File: config.mk
export PLATFORM = sky130hd
export DESIGN_NAME = pipe_cr_adder
export DESIGN_NICKNAME = d
export VERILOG_FILES = /design/src/rtl/pipe_cr_adder_pkg.sv /design/src/rtl/pipe_cr_adder_slice.sv /design/src/rtl/pipe_cr_adder.sv
export SDC_FILE = /design/constraint.sdc
export NUM_CORES = 1
export LEC_CHECK = 0
export BUFFER_PORTS_ARGS = -buffer_cell sky130_fd_sc_hd__buf_2
export CAP_MARGIN = 20
export CORE_ASPECT_RATIO = 1.4
export CORE_MARGIN = 1
export CORE_UTILIZATION = 50
export CTS_CLUSTER_DIAMETER = 150
export DETAILED_ROUTE_END_ITERATION = 16
export GPL_ROUTABILITY_DRIVEN = 0
export PLACE_DENSITY = 0.71
export SETUP_SLACK_MARGIN = 0.3
export SLEW_MARGIN = 0
export SYNTH_ARGS = -nofsm -noshare
export SYNTH_HDL_FRONTEND = slang
export SYNTH_SLANG_ARGS = --single-unit
File: constraint.sdc
create_clock -name clk -period 4.77 [get_ports clk]
set_clock_uncertainty 0.1 [all_clocks]
set_input_delay 0.7155 -clock clk [delete_from_list [all_inputs] [get_ports clk]]
set_output_delay 0.7155 -clock clk [all_outputs]
set_load 0.1 [all_outputs]
File: src/rtl/pipe_cr_adder_pkg.sv
// -----------------------------------------------------------------------------
// pipe_cr_adder_pkg
// Shared definitions for the pipelined carry-ripple adder:
//   - DEF_WIDTH / DEF_STAGES : default operand width and pipeline depth
//   - stage_t                : contents of one pipeline stage register
//   - signed_ovf()           : two's-complement overflow from sign bits
// -----------------------------------------------------------------------------
package pipe_cr_adder_pkg;

  localparam int DEF_WIDTH  = 32;
  localparam int DEF_STAGES = 4;

  // One stage register. Operand words travel with the transaction so every
  // stage only ever holds bits belonging to a single add. The sum word fills
  // from the bottom, one chunk per stage.
  typedef struct packed {
    logic                 valid;
    logic [DEF_WIDTH-1:0] sum;     // chunks 0..k are meaningful at stage k
    logic                 carry;   // carry out of the highest finished chunk
    logic [DEF_WIDTH-1:0] a_rem;   // operand a, still needed by later chunks
    logic [DEF_WIDTH-1:0] b_rem;   // effective operand b (inverted on subtract)
    logic                 a_sign;  // a[W-1]
    logic                 b_sign;  // b_eff[W-1]
  } stage_t;

  // Overflow when both addends share a sign and the result's sign differs.
  function automatic logic signed_ovf(input logic a_sign,
                                      input logic b_sign,
                                      input logic s_sign);
    return (a_sign == b_sign) && (s_sign != a_sign);
  endfunction

endpackage

File: src/rtl/pipe_cr_adder_slice.sv
// -----------------------------------------------------------------------------
// cra_slice
// Combinational W-bit ripple-carry adder slice: {cout, sum} = a + b + cin.
// Ports:
//   a, b  : W-bit addends
//   cin   : carry in
//   sum   : W-bit sum
//   cout  : carry out of bit W-1
// -----------------------------------------------------------------------------
module cra_slice #(
  parameter int W = 8
) (
  input  logic [W-1:0] a,
  input  logic [W-1:0] b,
  input  logic         cin,
  output logic [W-1:0] sum,
  output logic         cout
);

  logic [W:0] carry;

  always_comb begin
    // NOTE: every variable gets a default first so no path leaves a latch.
    carry    = '0;
    sum      = '0;
    carry[0] = cin;
    for (int i = 0; i < W; i++) begin
      sum[i]       = a[i] ^ b[i] ^ carry[i];
      carry[i + 1] = (a[i] & b[i]) | (carry[i] & (a[i] ^ b[i]));
    end
  end

  assign cout = carry[W];

endmodule

File: src/rtl/pipe_cr_adder.sv
// -----------------------------------------------------------------------------
// pipe_cr_adder
// STAGES-deep pipelined ripple-carry adder with valid/ready handshakes. Stage k
// adds operand chunk k with the carry registered by stage k-1 (stage 0 uses
// cin), so the carry chain per cycle is only CHUNK = WIDTH/STAGES bits long.
// The whole pipeline advances together; a stalled consumer freezes every stage.
//
// Optional feature: define PIPE_CR_ADDER_SUB_EN to add the `sub` port; sub=1
// computes a + ~b + 1 (cin ignored, cout=1 means no borrow). Without the macro
// the block is add-only and has no `sub` port.
//
// Ports:
//   clk        : clock, rising edge
//   rst_n      : synchronous active-low reset
//   in_valid   : operand set valid
//   in_ready   : block accepts operands this cycle (= advance enable)
//   a, b, cin  : operands and carry in
//   sub        : subtract select (PIPE_CR_ADDER_SUB_EN only)
//   out_valid  : result valid
//   out_ready  : consumer accepts the result
//   sum, cout  : {cout, sum} = a + b_eff + cin_eff
//   overflow   : two's-complement signed overflow of the result
// -----------------------------------------------------------------------------
module pipe_cr_adder
  import pipe_cr_adder_pkg::*;
#(
  parameter int WIDTH  = DEF_WIDTH,
  parameter int STAGES = DEF_STAGES
) (
  input  logic             clk,
  input  logic             rst_n,
  input  logic             in_valid,
  output logic             in_ready,
  input  logic [WIDTH-1:0] a,
  input  logic [WIDTH-1:0] b,
  input  logic             cin,
`ifdef PIPE_CR_ADDER_SUB_EN
  input  logic             sub,
`endif
  output logic             out_valid,
  input  logic             out_ready,
  output logic [WIDTH-1:0] sum,
  output logic             cout,
  output logic             overflow
);

  localparam int CHUNK = WIDTH / STAGES;

  // The stage register layout lives in the package and is sized by DEF_WIDTH,
  // so the operand width must match it and split evenly into chunks.
  if ((WIDTH != DEF_WIDTH) || ((WIDTH % STAGES) != 0) || (STAGES < 1)) begin : g_bad_cfg
    $error("pipe_cr_adder: WIDTH must equal DEF_WIDTH and be a multiple of STAGES");
  end

  logic             adv;
  logic [WIDTH-1:0] b_eff;
  logic             cin_eff;

  // The last stage can take a new value whenever its current one is absent
  // or being consumed; since all stages move in lockstep this is the global
  // advance enable and also the input-side ready.
  assign adv      = !out_valid || out_ready;
  assign in_ready = adv;

`ifdef PIPE_CR_ADDER_SUB_EN
  // a - b = a + ~b + 1; the forced carry-in replaces cin when subtracting.
  assign b_eff   = sub ? ~b : b;
  assign cin_eff = sub ? 1'b1 : cin;
`else
  assign b_eff   = b;
  assign cin_eff = cin;
`endif

  for (genvar k = 0; k < STAGES; k++) begin : g_stage
    stage_t           src;   // what this stage consumes this cycle
    stage_t           nxt;   // src with chunk k of the sum filled in
    stage_t           q;     // this stage's register
    logic [CHUNK-1:0] slice_sum;
    logic             slice_cout;

    if (k == 0) begin : g_head
      // Stage 0 builds its source straight from the ports; the incoming
      // carry slot holds the effective carry-in so every slice is uniform.
      always_comb begin
        src        = '0;
        src.valid  = in_valid;
        src.carry  = cin_eff;
        src.a_rem  = a;
        src.b_rem  = b_eff;
        src.a_sign = a[WIDTH-1];
        src.b_sign = b_eff[WIDTH-1];
      end
    end else begin : g_body
      assign src = g_stage[k-1].q;
    end

    cra_slice #(
      .W (CHUNK)
    ) u_slice (
      .a    (src.a_rem[k*CHUNK +: CHUNK]),
      .b    (src.b_rem[k*CHUNK +: CHUNK]),
      .cin  (src.carry),
      .sum  (slice_sum),
      .cout (slice_cout)
    );

    always_comb begin
      nxt                        = src;
      nxt.sum[k*CHUNK +: CHUNK]  = slice_sum;
      nxt.carry                  = slice_cout;
    end

    // Bubbles only clear the valid bit; data fields keep their last value so
    // the outputs never change while nothing valid is presented.
    always_ff @(posedge clk) begin
      if (!rst_n) begin
        // NOTE: the data fields are reset along with valid so sum/cout/overflow read 0, never X.
        q <= '0;
      end else if (adv) begin
        // NOTE: non-blocking assignment, so each stage samples its predecessor's pre-edge value.
        if (src.valid) begin
          q <= nxt;
        end else begin
          q.valid <= 1'b0;
        end
      end
    end
  end

  stage_t tail;
  assign tail = g_stage[STAGES-1].q;

  assign out_valid = tail.valid;
  assign sum       = tail.sum[WIDTH-1:0];
  assign cout      = tail.carry;
  assign overflow  = signed_ovf(tail.a_sign, tail.b_sign, tail.sum[WIDTH-1]);

  // The last stage's operand copies have no consumer.
  logic unused_tail_ops;
  assign unused_tail_ops = ^{tail.a_rem, tail.b_rem};

endmodule

Word level (Yosys, flattened, before mapping)
Index checks and enable logic that the tools add are counted.
- logic and storage cells: 199
- register bits after elaboration: 288
- output and inout port bits: 36
- bits of input ports: 69
- eq/ne operators: 2
- multiplexer cells: 4
- reduce and logical (&&, ||, !) cells: 7
- bitwise gates (word level): 160
- operators with widths (cell ; count):
    $and 1x1->1 ; 64
    $xor 1x1->1 ; 64
    $or 1x1->1 ; 32
    $reduce_and 2->1 ; 4
    $mux 1 ; 4
    $eq 1x1->1 ; 1
    $logic_and 1x1->1 ; 1
    $logic_not 1->1 ; 1
    $logic_or 1x1->1 ; 1
    $ne 1x1->1 ; 1

Depth between registers and ports, before layout
- depth in word-level cells: 17
- gate-level depth with buffers: 13
- depth with buffers taken out: 13

Hierarchy
Synthesis repeated with hierarchy kept, for this count alone.
- cells, all modules: 803
- area, all modules: 8032.7 um2
- by module, submodules not included (module ; sequential area each (um2) ; area each (um2) ; instances ; cells an instance):
    pipe_cr_adder ; 3723.6 ; 7241.9 ; 1 ; 731
    cra_slice ; 0.0 ; 197.7 ; 4 ; 18

Worst setup path after synthesis
No wires, ideal clock.
- path type: input to register
- start: in a[0]
- end: reg g_stage[0].q[74] in the netlist's numbering
- required time: 4.611 ns
- data arrival time: 3.904 ns
- path buffers: 0
- stages: 13
- setup time: 0.059 ns
- setup slack: 0.707 ns
- cell sequence: fa_1 inv_1 fa_1 inv_1 fa_1 fa_1 fa_1 fa_1 fa_1 inv_1 fa_1 nand3_1 o211a_1
- word-level cells in the longest chain between the ends: 16
- elaborated cells on any way between the ends: 17
- those cells by class: bitwise: 17
- RTL lines (item ; line ; source):
    from (decl) ; pipe_cr_adder.sv:34 ; input logic [WIDTH-1:0] a,
    $xor 1x1->1 ; pipe_cr_adder_slice.sv:29 ; carry[i + 1] = (a[i] & b[i]) | (carry[i] & (a[i] ^ b[i]));
    $and 1x1->1 ; pipe_cr_adder_slice.sv:29 ;
    $or 1x1->1 * ; pipe_cr_adder_slice.sv:29 ;
    $and 1x1->1 * ; pipe_cr_adder_slice.sv:29 ;
    $or 1x1->1 * ; pipe_cr_adder_slice.sv:29 ;
    $and 1x1->1 * ; pipe_cr_adder_slice.sv:29 ;
    $or 1x1->1 * ; pipe_cr_adder_slice.sv:29 ;
    $and 1x1->1 * ; pipe_cr_adder_slice.sv:29 ;
    $or 1x1->1 * ; pipe_cr_adder_slice.sv:29 ;
    $and 1x1->1 * ; pipe_cr_adder_slice.sv:29 ;
    $or 1x1->1 * ; pipe_cr_adder_slice.sv:29 ;
    $and 1x1->1 * ; pipe_cr_adder_slice.sv:29 ;
    $or 1x1->1 * ; pipe_cr_adder_slice.sv:29 ;
    $and 1x1->1 * ; pipe_cr_adder_slice.sv:29 ;
    $or 1x1->1 * ; pipe_cr_adder_slice.sv:29 ;
    $xor 1x1->1 * ; pipe_cr_adder_slice.sv:28 ; sum[i] = a[i] ^ b[i] ^ carry[i];
    to (signal assigned) ; pipe_cr_adder.sv:122 ; q <= nxt;
    to (decl) ; pipe_cr_adder.sv:77 ; stage_t q;
Every way passes the cells marked *; elsewhere a longest branch is shown, timed or not.
A chain may end at the register's enable or synchronous reset.

Worst setup path after layout
Same ends and word-level chain as after synthesis.

==> metrics <==
first-pass GRT wire length 24.2 mm; crit path DAT 4.15 ns; hold wc startpoint sum[3]; Post-Syn Area 7860 um2; unrepaired setup endpoints after global routing no; Synth cell types 20; commonest cells after routing, fill and taps aside nand2_1, dfxtp_1, mux2i_1; via count 5167; Top Ports 105; clk root buf clkbuf_16; post-route setup slack 0.888 ns; power per cell area 379 nW/um2; grt total ovfl 0; Rows 53; Avg Cell Area, Syn 9.84 um2; crit start category primary input; Slew Limit Fails 0; vias in the first global route 4897; worst-path fanout max 1; initial core utilization 51.8%; PortBufs 104; number of CTS-inserted buffers 17; layout net count 938; Hold Path Depth 2; Synth Register Bits 186; Worst Path Required 5.04 ns; Synth Instances 799; maximum clock frequency 258 MHz; VDD IR max 0.217 mV; Clock Path Buffers 2; final worst-path cycle share 81.4%; Worst R2R End g_stage[1].q[82]; final hold vios 0; Worst Tran Pin Value 1.04 ns; status finished clean; die area 16200 um2; Core Region 15200 um2; Tot Pwr 0.00332 W; post-cts gate resize count 0; CTS hold repair buffers 0; CTS clk-pin slew, worst paths 0.07 ns; GRT Overall Usage 19.4%; Hold Path End sum[3]; Slew HR 30.7%; Seq/Total Area, Yosys 47.4%; FF-to-FF path depth 13; clock tree from TritonCTS yes; Pre-antenna DRT Iters 4; Routed WL 14.6 mm; postcts setup bufs 0; Fill cells 1319; P&R area growth vs syn 11.6%; H-Tree Depth 4; commonest non-fill, non-tap cell in the layout nand2_1; Antenna Violating Nets Remaining 0; initial antenna violation count 0; DR vias/cell 4.96; share of post-route cells with drive strength above 1 17.2%; chip height 150 um; Synth Warn # 0; R2R Path Start g_stage[0].q[10]; 1st-iter DRT viols 258; worst hold path type register to register; setup TNS 0 ns; Max-Cap Viols 0; Avg WL per Cell 14.0 um; critical path type primary input to register; DRC errors left 0; reg-to-reg slack, setup 0.91 ns; Skew-Pair Late Insertion Delay 0.43 ns; Clock Sinks 186; Setup crit end kind register; largest net degree at the start of global routing 119; HPWL Detailed 9.93 mm; die width 108 um; Mapped Nets 900; leak pwr 3.88 nW; Period minus WS final 3.88 ns; n_diodes 0; Place WS 0.439 ns; final setup violation count 0
## worst max-delay path by stage
stage                     startpoint          endpoint  slack (ns)  cells after the start
final                           a[0]  g_stage[0].q[74]        0.89                     14
after global routing            a[0]  g_stage[0].q[74]        0.73                     14
after CTS                       a[0]  g_stage[0].q[74]        0.89                     14
after detailed placement        a[0]  g_stage[0].q[74]        0.44                     14
after global placement          a[0]  g_stage[0].q[74]        0.54                     14
after floorplan                 a[0]  g_stage[0].q[74]        0.71                     13
## cells by family (layout without fill, tap and decap cells)
kind of cell / count (synthesis) / after routing / share of synthesized area (%)
AOI/OAI and AO/OA: 41 / 41 / 3.50
adders and majority gates: 32 / 32 / 8.15
muxes: 146 / 146 / 18.6
and+or+nand+nor: 275 / 275 / 14.4
buffers and inverters: 119 / 170 / 7.99
DFF: 186 / 186 / 47.4
## sequential cells by signal, indices dropped and copies added (netlist names)
| signal | count |
|---|---|
| out_valid | 1 |
| g_stage.q | 152 |
| cout | 1 |
| sum | 32 |
## routing by layer
layer	up-vias	track usage, %	routed length, um
met5	-	0	0
met3	14	4.29	482
met4	0	6.58	199
met2	91	32.3	7180
li1	2686	-	-
met1	2376	24.7	6690
## cell type report
type	count	area (um2)	area share (%)
Clock buffer	18	439	5.01
Timing Repair Buffer	109	577	6.58
Sequential cell	186	3720	42.5
Multi-Input combinational cell	494	3510	40.0
Inverter	29	109	1.24
Clock inverter	14	169	1.93
Tap cell	192	240	2.74
## worst max-delay path: stages
cell     delay, ns
buf_2         0.11
fa_1          0.41
inv_1         0.07
fa_1          0.15
inv_1         0.05
fa_1          0.37
fa_1          0.39
fa_1          0.40
fa_1          0.40
fa_1          0.37
inv_1         0.07
fa_1          0.40
nand3_1       0.09
o211a_1       0.15
## Yosys cell counts
master | n | area share [%]
a21boi_0 | 3 | 0.29
o21a_1 | 1 | 0.096
dfxtp_1 | 186 | 47
mux2i_1 | 146 | 19
nor2b_4 | 1 | 0.18
nand2_2 | 1 | 0.080
o211a_1 | 12 | 1.5
buf_4 | 32 | 3.1
clkbuf_1 | 39 | 1.9
nand4_1 | 24 | 1.9
o21ai_0 | 25 | 1.6
buf_2 | 13 | 0.83
inv_1 | 28 | 1.3
nor2_1 | 1 | 0.048
fa_1 | 32 | 8.2
nand2_1 | 232 | 11
inv_2 | 1 | 0.048
nand3_1 | 12 | 0.76
and2_1 | 4 | 0.32
buf_6 | 6 | 0.86
## power by group
group / internal (W) / leakage (nW) / switching, W
registers: 0.00161 / 1.51 / 0.0000267
clock network: 0.000842 / 0.302 / 0.000599
logic: 0.000102 / 2.07 / 0.000147
total: 0.00255 / 3.88 / 0.000772
## per-stage QoR
stage	hold slack, ns	instance area [um2]	std cells	util [%]
floorplan	0.335	7860	799	-
global placement	0.343	8160	1010	53.7
detailed placement	0.344	8160	1010	53.7
CTS	0.355	8770	1042	57.7
global route	0.376	8770	1042	57.7
finish	0.354	8770	1042	57.7
Note: power is estimated with default switching activity, not from simulation.
